===== config.mk =====
export PLATFORM = sky130hd
export DESIGN_NAME = shift_issue_queue
export DESIGN_NICKNAME = d
export VERILOG_FILES = /design/src/rtl/shift_issue_queue.sv
export SDC_FILE = /design/constraint.sdc
export NUM_CORES = 1
export LEC_CHECK = 0
export BUFFER_PORTS_ARGS = -buffer_cell sky130_fd_sc_hd__clkbuf_2
export CORE_MARGIN = 4
export CORE_UTILIZATION = 38
export DETAILED_ROUTE_END_ITERATION = 16
export SLEW_MARGIN = 25
export SYNTH_ARGS = -nofsm -noshare
export SYNTH_HDL_FRONTEND = slang
export SYNTH_SLANG_ARGS = --single-unit

===== constraint.sdc =====
create_clock -name clk -period 2.5 [get_ports clk]
set_clock_uncertainty 0.1 [all_clocks]
set_input_delay 0.375 -clock clk [delete_from_list [all_inputs] [get_ports clk]]
set_output_delay 0.375 -clock clk [all_outputs]
set_load 0.1 [all_outputs]

===== src/rtl/shift_issue_queue.sv =====
// Command FIFO feeding a combinational logical-right shifter, with a registered valid/ready result stage.
// Optional SHIFT_ISSUE_QUEUE_STATS_EN adds done_cnt (handshake counter) and full_stall (sticky overflow-attempt flag).
module shift_issue_queue #(
  parameter int DEPTH  = 4,
  parameter int DATA_W = 16,
  parameter int MAG_W  = 4
) (
  input  logic                     clk,
  input  logic                     rst_n,
  input  logic                     in_valid,
  output logic                     in_ready,
  input  logic [DATA_W-1:0]        in_op,
  input  logic [MAG_W-1:0]         in_mag,
  output logic [DATA_W-1:0]        sh_op,
  output logic [MAG_W-1:0]         sh_mag,
  input  logic [DATA_W-1:0]        sh_result,
  output logic                     out_valid,
  input  logic                     out_ready,
  output logic [DATA_W-1:0]        out_data,
  output logic [$clog2(DEPTH):0]   count
`ifdef SHIFT_ISSUE_QUEUE_STATS_EN
  ,
  output logic [15:0]              done_cnt,
  output logic                     full_stall
`endif
);

  localparam int PW = $clog2(DEPTH);
  localparam int CW = $clog2(DEPTH) + 1;
  localparam int EW = DATA_W + MAG_W;

  logic [EW-1:0]     mem [DEPTH];
  logic [PW-1:0]     wr_ptr_reg, rd_ptr_reg;
  logic [CW-1:0]     count_reg, count_next;
  logic              out_valid_reg, out_valid_next;
  logic [DATA_W-1:0] out_data_reg, out_data_next;
  logic              push, cap, not_empty;
  logic [EW-1:0]     head;

  assign not_empty = (count_reg != '0);
  assign in_ready  = (count_reg < CW'(DEPTH));
  assign push      = in_valid & in_ready;
  assign cap       = not_empty & (~out_valid_reg | out_ready);

  // Head is read asynchronously so the shifter sees it in the same cycle.
  assign head   = mem[rd_ptr_reg];
  assign sh_op  = not_empty ? head[EW-1:MAG_W] : '0;
  assign sh_mag = not_empty ? head[MAG_W-1:0]  : '0;

  // Storage carries no reset; emptiness is tracked purely by count_reg.
  generate
    for (genvar gi = 0; gi < DEPTH; gi++) begin : g_entry
      always_ff @(posedge clk) begin
        if (push && wr_ptr_reg == PW'(gi))
          mem[gi] <= {in_op, in_mag};
      end
    end
  endgenerate

  always_comb begin
    count_next     = count_reg;
    out_valid_next = out_valid_reg;
    out_data_next  = out_data_reg;
    if (push && !cap)
      count_next = count_reg + 1'b1;
    else if (cap && !push)
      count_next = count_reg - 1'b1;
    if (cap) begin
      out_valid_next = 1'b1;
      out_data_next  = sh_result;
    end else if (out_valid_reg && out_ready) begin
      out_valid_next = 1'b0;
    end
  end

  always_ff @(posedge clk or negedge rst_n) begin
    if (!rst_n) begin
      wr_ptr_reg    <= '0;
      rd_ptr_reg    <= '0;
      count_reg     <= '0;
      out_valid_reg <= 1'b0;
      out_data_reg  <= '0;
    end else begin
      if (push) wr_ptr_reg <= wr_ptr_reg + 1'b1;
      if (cap)  rd_ptr_reg <= rd_ptr_reg + 1'b1;
      count_reg     <= count_next;
      out_valid_reg <= out_valid_next;
      out_data_reg  <= out_data_next;
    end
  end

  assign count     = count_reg;
  assign out_valid = out_valid_reg;
  assign out_data  = out_data_reg;

`ifdef SHIFT_ISSUE_QUEUE_STATS_EN
  logic [15:0] done_cnt_reg;
  logic        full_stall_reg;

  always_ff @(posedge clk or negedge rst_n) begin
    if (!rst_n) begin
      done_cnt_reg   <= '0;
      full_stall_reg <= 1'b0;
    end else begin
      if (out_valid_reg && out_ready)
        done_cnt_reg <= done_cnt_reg + 16'd1;
      if (in_valid && !in_ready)
        full_stall_reg <= 1'b1;
    end
  end

  assign done_cnt   = done_cnt_reg;
  assign full_stall = full_stall_reg;
`endif

endmodule

Yosys cells after proc, flatten, opt, wreduce, memory -nomap -nowiden --
Memories as Yosys holds them, arrays and structs flattened. Cells that the tools add are included.
Word-level totals: bits of input ports 40, memories 1, logic and storage cells 57, RAM bits 80, output and inout port bits 41, flip-flop bits (word level) 24
Operators by class: bitwise operators 4, eq/ne operators 3, add/subtract/negate cells 4, mux-type cells 23, magnitude comparators 1, reduce and logical (&&, ||, !) cells 16
Memories:
- mem | words 4, width 20, rd ports 1, clocked after memory_dff 0, write ports 1, RTL line 32 | logic [EW-1:0] mem [DEPTH];
Operators with widths (number):
- $mux W20 | 3
- $reduce_or A20 Y1 | 3
- $mux W16 | 1
- $mux W1 | 13
- $logic_and A1 B1 Y1 | 7
- $mux W2 | 3
- $mux W3 | 2
- $add A2 B1 Y2 const B | 2
- $eq A2 B2 Y1 const B | 2
- $mux W4 | 1
- $reduce_bool A2 Y1 | 2
- $add A3 B1 Y3 const B | 1
- $lt A3 B3 Y1 const B | 1
- $reduce_bool A3 Y1 | 1
- $sub A3 B1 Y3 const B | 1
- $and A1 B1 Y1 | 2
- $eq A2 B1 Y1 const B | 1
- $logic_not A1 Y1 | 2
- $logic_not A2 Y1 | 1
- $not A1 Y1 | 1
- $or A1 B1 Y1 | 1

Longest topological paths before layout --
depth in word-level cells 9, gate-level depth with buffers 11, depth with buffers taken out 9

Worst setup path before layout --
No wires, ideal clock.
path kind register -> output, start point register count_reg[1], in the netlist count[1], end point output port sh_op[0], setup slack -778 ps, stages on the path, launching flop included 4, required time 2025 ps, data arrival time 2803 ps, path buffers 1, cells stage by stage dfrtp_1 -> nor3_4 -> dlygate4sd1_1 -> nor2b_1
On the way: longest elaborated chain between the ends 2
Ends and longest elaborated chain:
- start, declared | RTL line 34 | logic [CW-1:0] count_reg, count_next;
- start signal, assigned | RTL line 86 | count_reg <= count_next;
- $reduce_bool A3 Y1 | RTL line 40 | assign not_empty = (count_reg != '0);
- $mux W16 | RTL line 47 | assign sh_op = not_empty ? head[EW-1:MAG_W] : '0;
- end, declared | RTL line 14 | output logic [DATA_W-1:0] sh_op,
No other way between the ends.

Worst setup path after layout --
start point register rd_ptr_reg[0], end point output port sh_mag[2]
On the way: longest elaborated chain between the ends 2
Ends and longest elaborated chain:
- start, declared | RTL line 33 | logic [PW-1:0] wr_ptr_reg, rd_ptr_reg;
- start signal, assigned | RTL line 85 | if (cap) rd_ptr_reg <= rd_ptr_reg + 1'b1;
- $mem_v2 Z4 W20
- $mux W4 | RTL line 48 | assign sh_mag = not_empty ? head[MAG_W-1:0] : '0;
- end, declared | RTL line 15 | output logic [MAG_W-1:0] sh_mag,
No other way between the ends.

==> reports/metrics.sh <==
SYNTH_WARNINGS=0
CRIT_CHAIN='buf_4, mux4_2, and2b_1, buf_12'
START_UTIL_PCT=39.4
GRT_PASS1_VIAS=2333
FIN_CELLS=438
FINAL_HOLD_VIOLATIONS=0
SHARE_OF_CELLS_ABOVE_DRIVE_STRENGTH_1_PCT=56.6
CRITICAL_PATH.MAX_FANOUT=11
YS_DOMINANT_REG_CELL='sky130_fd_sc_hd__edfxtp_1'
HP-START='in_op[6]'
COREAREA_UM2=10500
OVERFLOW=0
CLOCK_ROOT_BUFFER='sky130_fd_sc_hd__clkbuf_8'
COMPOUND_CELL_AREA_SHARE_OF_THE_YOSYS_NETLIST_PCT=0.121
SYNTH_XOR_XNOR_AREA_SHARE_PCT=1.28
R2R_END='count[2]$_DFFE_PN0P_'
WORST_EP_ARRIVAL_TIME_NS=1.88
RSZ0062_AT_GRT='false'
YOSYS.AREA_SHARE.SIMPLE_PCT=5.07
POST-ROUTE-UTIL_PCT=51.0
MULTI_INPUT_COMB_AREA_UM2=1110
RUN_STATUS='completed'
DRV_CAP=0
CRITICAL-PATH-SLOWEST-CELL='sky130_fd_sc_hd__mux4_2'
SYN_AREA_UM2=4120
YS_TOP_CELLS_BY_AREA='sky130_fd_sc_hd__edfxtp_1 (58%), sky130_fd_sc_hd__dfrtp_1 (15%), sky130_fd_sc_hd__mux4_2 (11%), sky130_fd_sc_hd__mux2_4 (2.9%), sky130_fd_sc_hd__nor2b_1 (2.9%)'
DRT-TOTAL-WL_MM=7.30
FILLCELLCOUNT=892
LARGEST_FAMILY_OF_LOGIC_CELLS_BY_SYNTHESIZED_AREA='multiplexers'
HOLD-PATH-CELL-COUNT=1
FINAL-SEQ-AREA_UM2=3010
PRE_CTS_SLACK_NS=0.447
POST_ROUTE_DRC=0
DIE_H_UM=112
FINAL.MIN_CLOCK_PERIOD_NS=2.36
CTS_TREE='built'
POST-ROUTE-WORST-SETUP-SLACK_NS=0.144
PIN_COUNT=81
POST_SYNTH_MUX_AREA_SHARE_PCT=16.3
MAPPEDNETLISTNETS=246
CLOCKBUFFERDEPTH=2
CTS.SINKS=104
WORSTREG2REGSTART='count[2]$_DFFE_PN0P_'
TIMING_MAX_TRANSITION_VIOLATIONS_FINAL=0
HOLDPATHEND='mem[1][10]$_DFFE_PP_'
SYNTHESIS.AREA_PER_INSTANCE_UM2=20.6
AREA_GROWTH_PCT=29.4
TIGHTEST_SLEW_NS=0.611
DIE_WIDTH_UM=112
MET1_USAGE_PCT=15.4
NETS=343
FIN_CRIT_SH_PCT=94.2
GROUTE.LAYER.MET2.USAGE_PCT=21.1
DIE_AREA_UM2=12600
GR-USAGE-ALL-LAYERS_PCT=12.4
DETAIL-ROUTE-ANTENNA-NETS=0
YS_ASYNC_SR_FRACTION_PCT=23.1
POST-CTS-SETUP-BUFFERS=0
HOLDCRITPATHCLASS='input port to flip-flop'
POST-SYNTH-TOP-AREA-CELL='sky130_fd_sc_hd__edfxtp_1'
WORSTSKEWPAIRLATENCY_NS=0.35
NUM_ROWS=37
LARGEST_REG_FLOPS=80
WORST_PATH_CLK_SLEW_NS=0.09
SETUP-TNS-FINAL_NS=0
FRACTION_OF_THE_YOSYS_AREA_TAKEN_BY_SEQUENTIAL_CELLS_PCT=72.9
PORTBUFFERS=80
SYNTHADDERAREAFRAC_PCT=2.00
PATH_CLASS='flip-flop to output pin'
POST_SYNTH_INST_COUNT=200
FIRST_ITER_VIOLATIONS=52
GRT.BUSIEST_LAYER='met2'
NUMCTSBUFFERS=9
WORST-R2R-CELL-COUNT=7
SYNTH_EDF_COUNT=80
WL_PER_CELL_UM=16.7
ANTENNA_FOUND_INITIAL=0
CRIT_CELLS=4
MAXIMUM_NUMBER_OF_PINS_ON_ONE_NET_BEFORE_GLOBAL_ROUTE_REPAIR=25
DRT_FIRST_PASS_ITERS=4
CRITPATHLAUNCHTYPE='flip-flop'
DETAILROUTE.VIA_COUNT=2044
RRSETUPSLACK_NS=0.45
MAX_STAGE_DELAY_NS=0.54
GPL.FINAL_WEIGHTED_CONGESTION=0.686
VIAS_PER_CELL=4.67
WORSTPATHBUFFERINVERTERCOUNT=2
END_KIND='output pin'
PLACE_INST=421
CLOCK_TREE.HTREE_LEVEL_COUNT=3
WORST-ENDPOINT-REQUIRED_NS=2.03
SETUP_VIOLATIONS=0
TIMING.SLEW.HEADROOM_PCT=59.2
GR-USAGE-MET3_PCT=3.94
POST_DP_HPWL_MM=5.08
GRT_PASS1_WL_MM=12.1
PORTION_OF_SYNTHESIZED_CELL_AREA_OCCUPIED_BY_THE_LEADING_CELL_TYPE_PCT=58.3
TOP_CELL_FAMILY_BY_DELAY_ON_THE_CRITICAL_PATH='multiplexers'
MAX_FREQ_MHz=424
NETLIST-CELL-TYPE-COUNT=25
INSERTEDDIODECOUNT=0
SYNTH.FF_LATCH_COUNT=104
[per-layer routing]
metal  part of all wire, %  vias up
li1                      -      957
met1                    43     1023
met2                    51       56
met3                   5.8        8
met4                  0.64        0
met5                     0        -
[repair_timing]
item	CTS	global route
hold buffers	1	0
gates resized for setup	0	1
endpoints found under the setup margin	0	7
hold endpoints to repair	24	0
[cells by family (layout without fill, tap and decap cells)]
group                      count (synthesis)  after routing
adders and majority gates                  6              6
buffers and inverters                     14            116
xor gates and xnor gates                   6              6
DFF                                      104            104
and+or+nand+nor                           32             32
muxes                                     37             37
AOI/OAI and AO/OA                          1              1
[area by class of cell]
class | count | area share [%]
Sequential cell | 104 | 56.4
Multi-Input combinational cell | 82 | 20.9
Timing Repair Buffer | 95 | 15.6
Tap cell | 136 | 3.19
Clock buffer | 11 | 2.46
Clock inverter | 5 | 1.06
Inverter | 5 | 0.352
[cells in the final DEF (no fill, tap or decap), types with 2 or more instances in the layout]
| master | instances |
|---|---|
| sky130_fd_sc_hd__and2_1 | 4 |
| sky130_fd_sc_hd__and2b_1 | 2 |
| sky130_fd_sc_hd__buf_12 | 21 |
| sky130_fd_sc_hd__buf_4 | 12 |
| sky130_fd_sc_hd__clkbuf_1 | 2 |
| sky130_fd_sc_hd__clkbuf_2 | 60 |
| sky130_fd_sc_hd__clkbuf_8 | 9 |
| sky130_fd_sc_hd__clkinv_2 | 2 |
| sky130_fd_sc_hd__dfrtp_1 | 19 |
| sky130_fd_sc_hd__dfrtp_2 | 5 |
| sky130_fd_sc_hd__edfxtp_1 | 80 |
| sky130_fd_sc_hd__ha_1 | 5 |
| sky130_fd_sc_hd__inv_1 | 5 |
| sky130_fd_sc_hd__mux2_2 | 9 |
| sky130_fd_sc_hd__mux2_4 | 8 |
| sky130_fd_sc_hd__mux4_2 | 20 |
| sky130_fd_sc_hd__nand2_1 | 2 |
| sky130_fd_sc_hd__nor2b_2 | 11 |
| sky130_fd_sc_hd__nor2b_4 | 9 |
| sky130_fd_sc_hd__xnor2_1 | 4 |
| sky130_fd_sc_hd__xor2_1 | 2 |
[worst max path at each step]
stage / endpoint / from / slack [ns]
after detailed placement: count[2]$_DFFE_PN0P_ / out_ready / 0.45
after floorplan: count[2]$_DFFE_PN0P_ / out_valid$_DFFE_PN0P_ / 0.06
after global routing: sh_op[15] / rd_ptr_reg[0]$_DFFE_PN0P_ / 0.05
after global placement: count[2]$_DFFE_PN0P_ / out_ready / 0.47
final: sh_mag[2] / rd_ptr_reg[0]$_DFFE_PN0P_ / 0.14
after CTS: sh_op[9] / count[1]$_DFFE_PN0P_ / 0.07
[through the flow]
step                      hold WS (ns)  area (um2)
after CTS                        0.114        5330
after global placement           0.316        5130
after detailed placement         0.315        5130
final                            0.137        5330
after global routing             0.109        5330
after floorplan                -0.0206        4220
[worst register-to-register path, delay by kind of cell (launching register included)]
kind / cells / cell delay (ns)
XOR/XNOR: 2 / 0.28
AND/OR/NAND/NOR: 2 / 0.49
buffers and inverters: 1 / 0.06
flip-flops: 1 / 0.45
adder cells (fa/ha/maj): 2 / 0.61
[Yosys cell counts, types with 2 or more instances]
master and instances:
sky130_fd_sc_hd__edfxtp_1 80, sky130_fd_sc_hd__dfrtp_1 24, sky130_fd_sc_hd__and2b_1 2, sky130_fd_sc_hd__nand2_1 2
sky130_fd_sc_hd__inv_1 5, sky130_fd_sc_hd__and2_1 4, sky130_fd_sc_hd__mux4_2 20, sky130_fd_sc_hd__clkbuf_1 3
sky130_fd_sc_hd__xor2_1 2, sky130_fd_sc_hd__nor2b_1 19, sky130_fd_sc_hd__ha_1 5, sky130_fd_sc_hd__xnor2_1 4
sky130_fd_sc_hd__buf_6 3, sky130_fd_sc_hd__mux2_4 8, sky130_fd_sc_hd__mux2_2 9
Power is not shown: default switching activity piles up to over one toggle a cycle in this logic, so the estimate is an artifact.
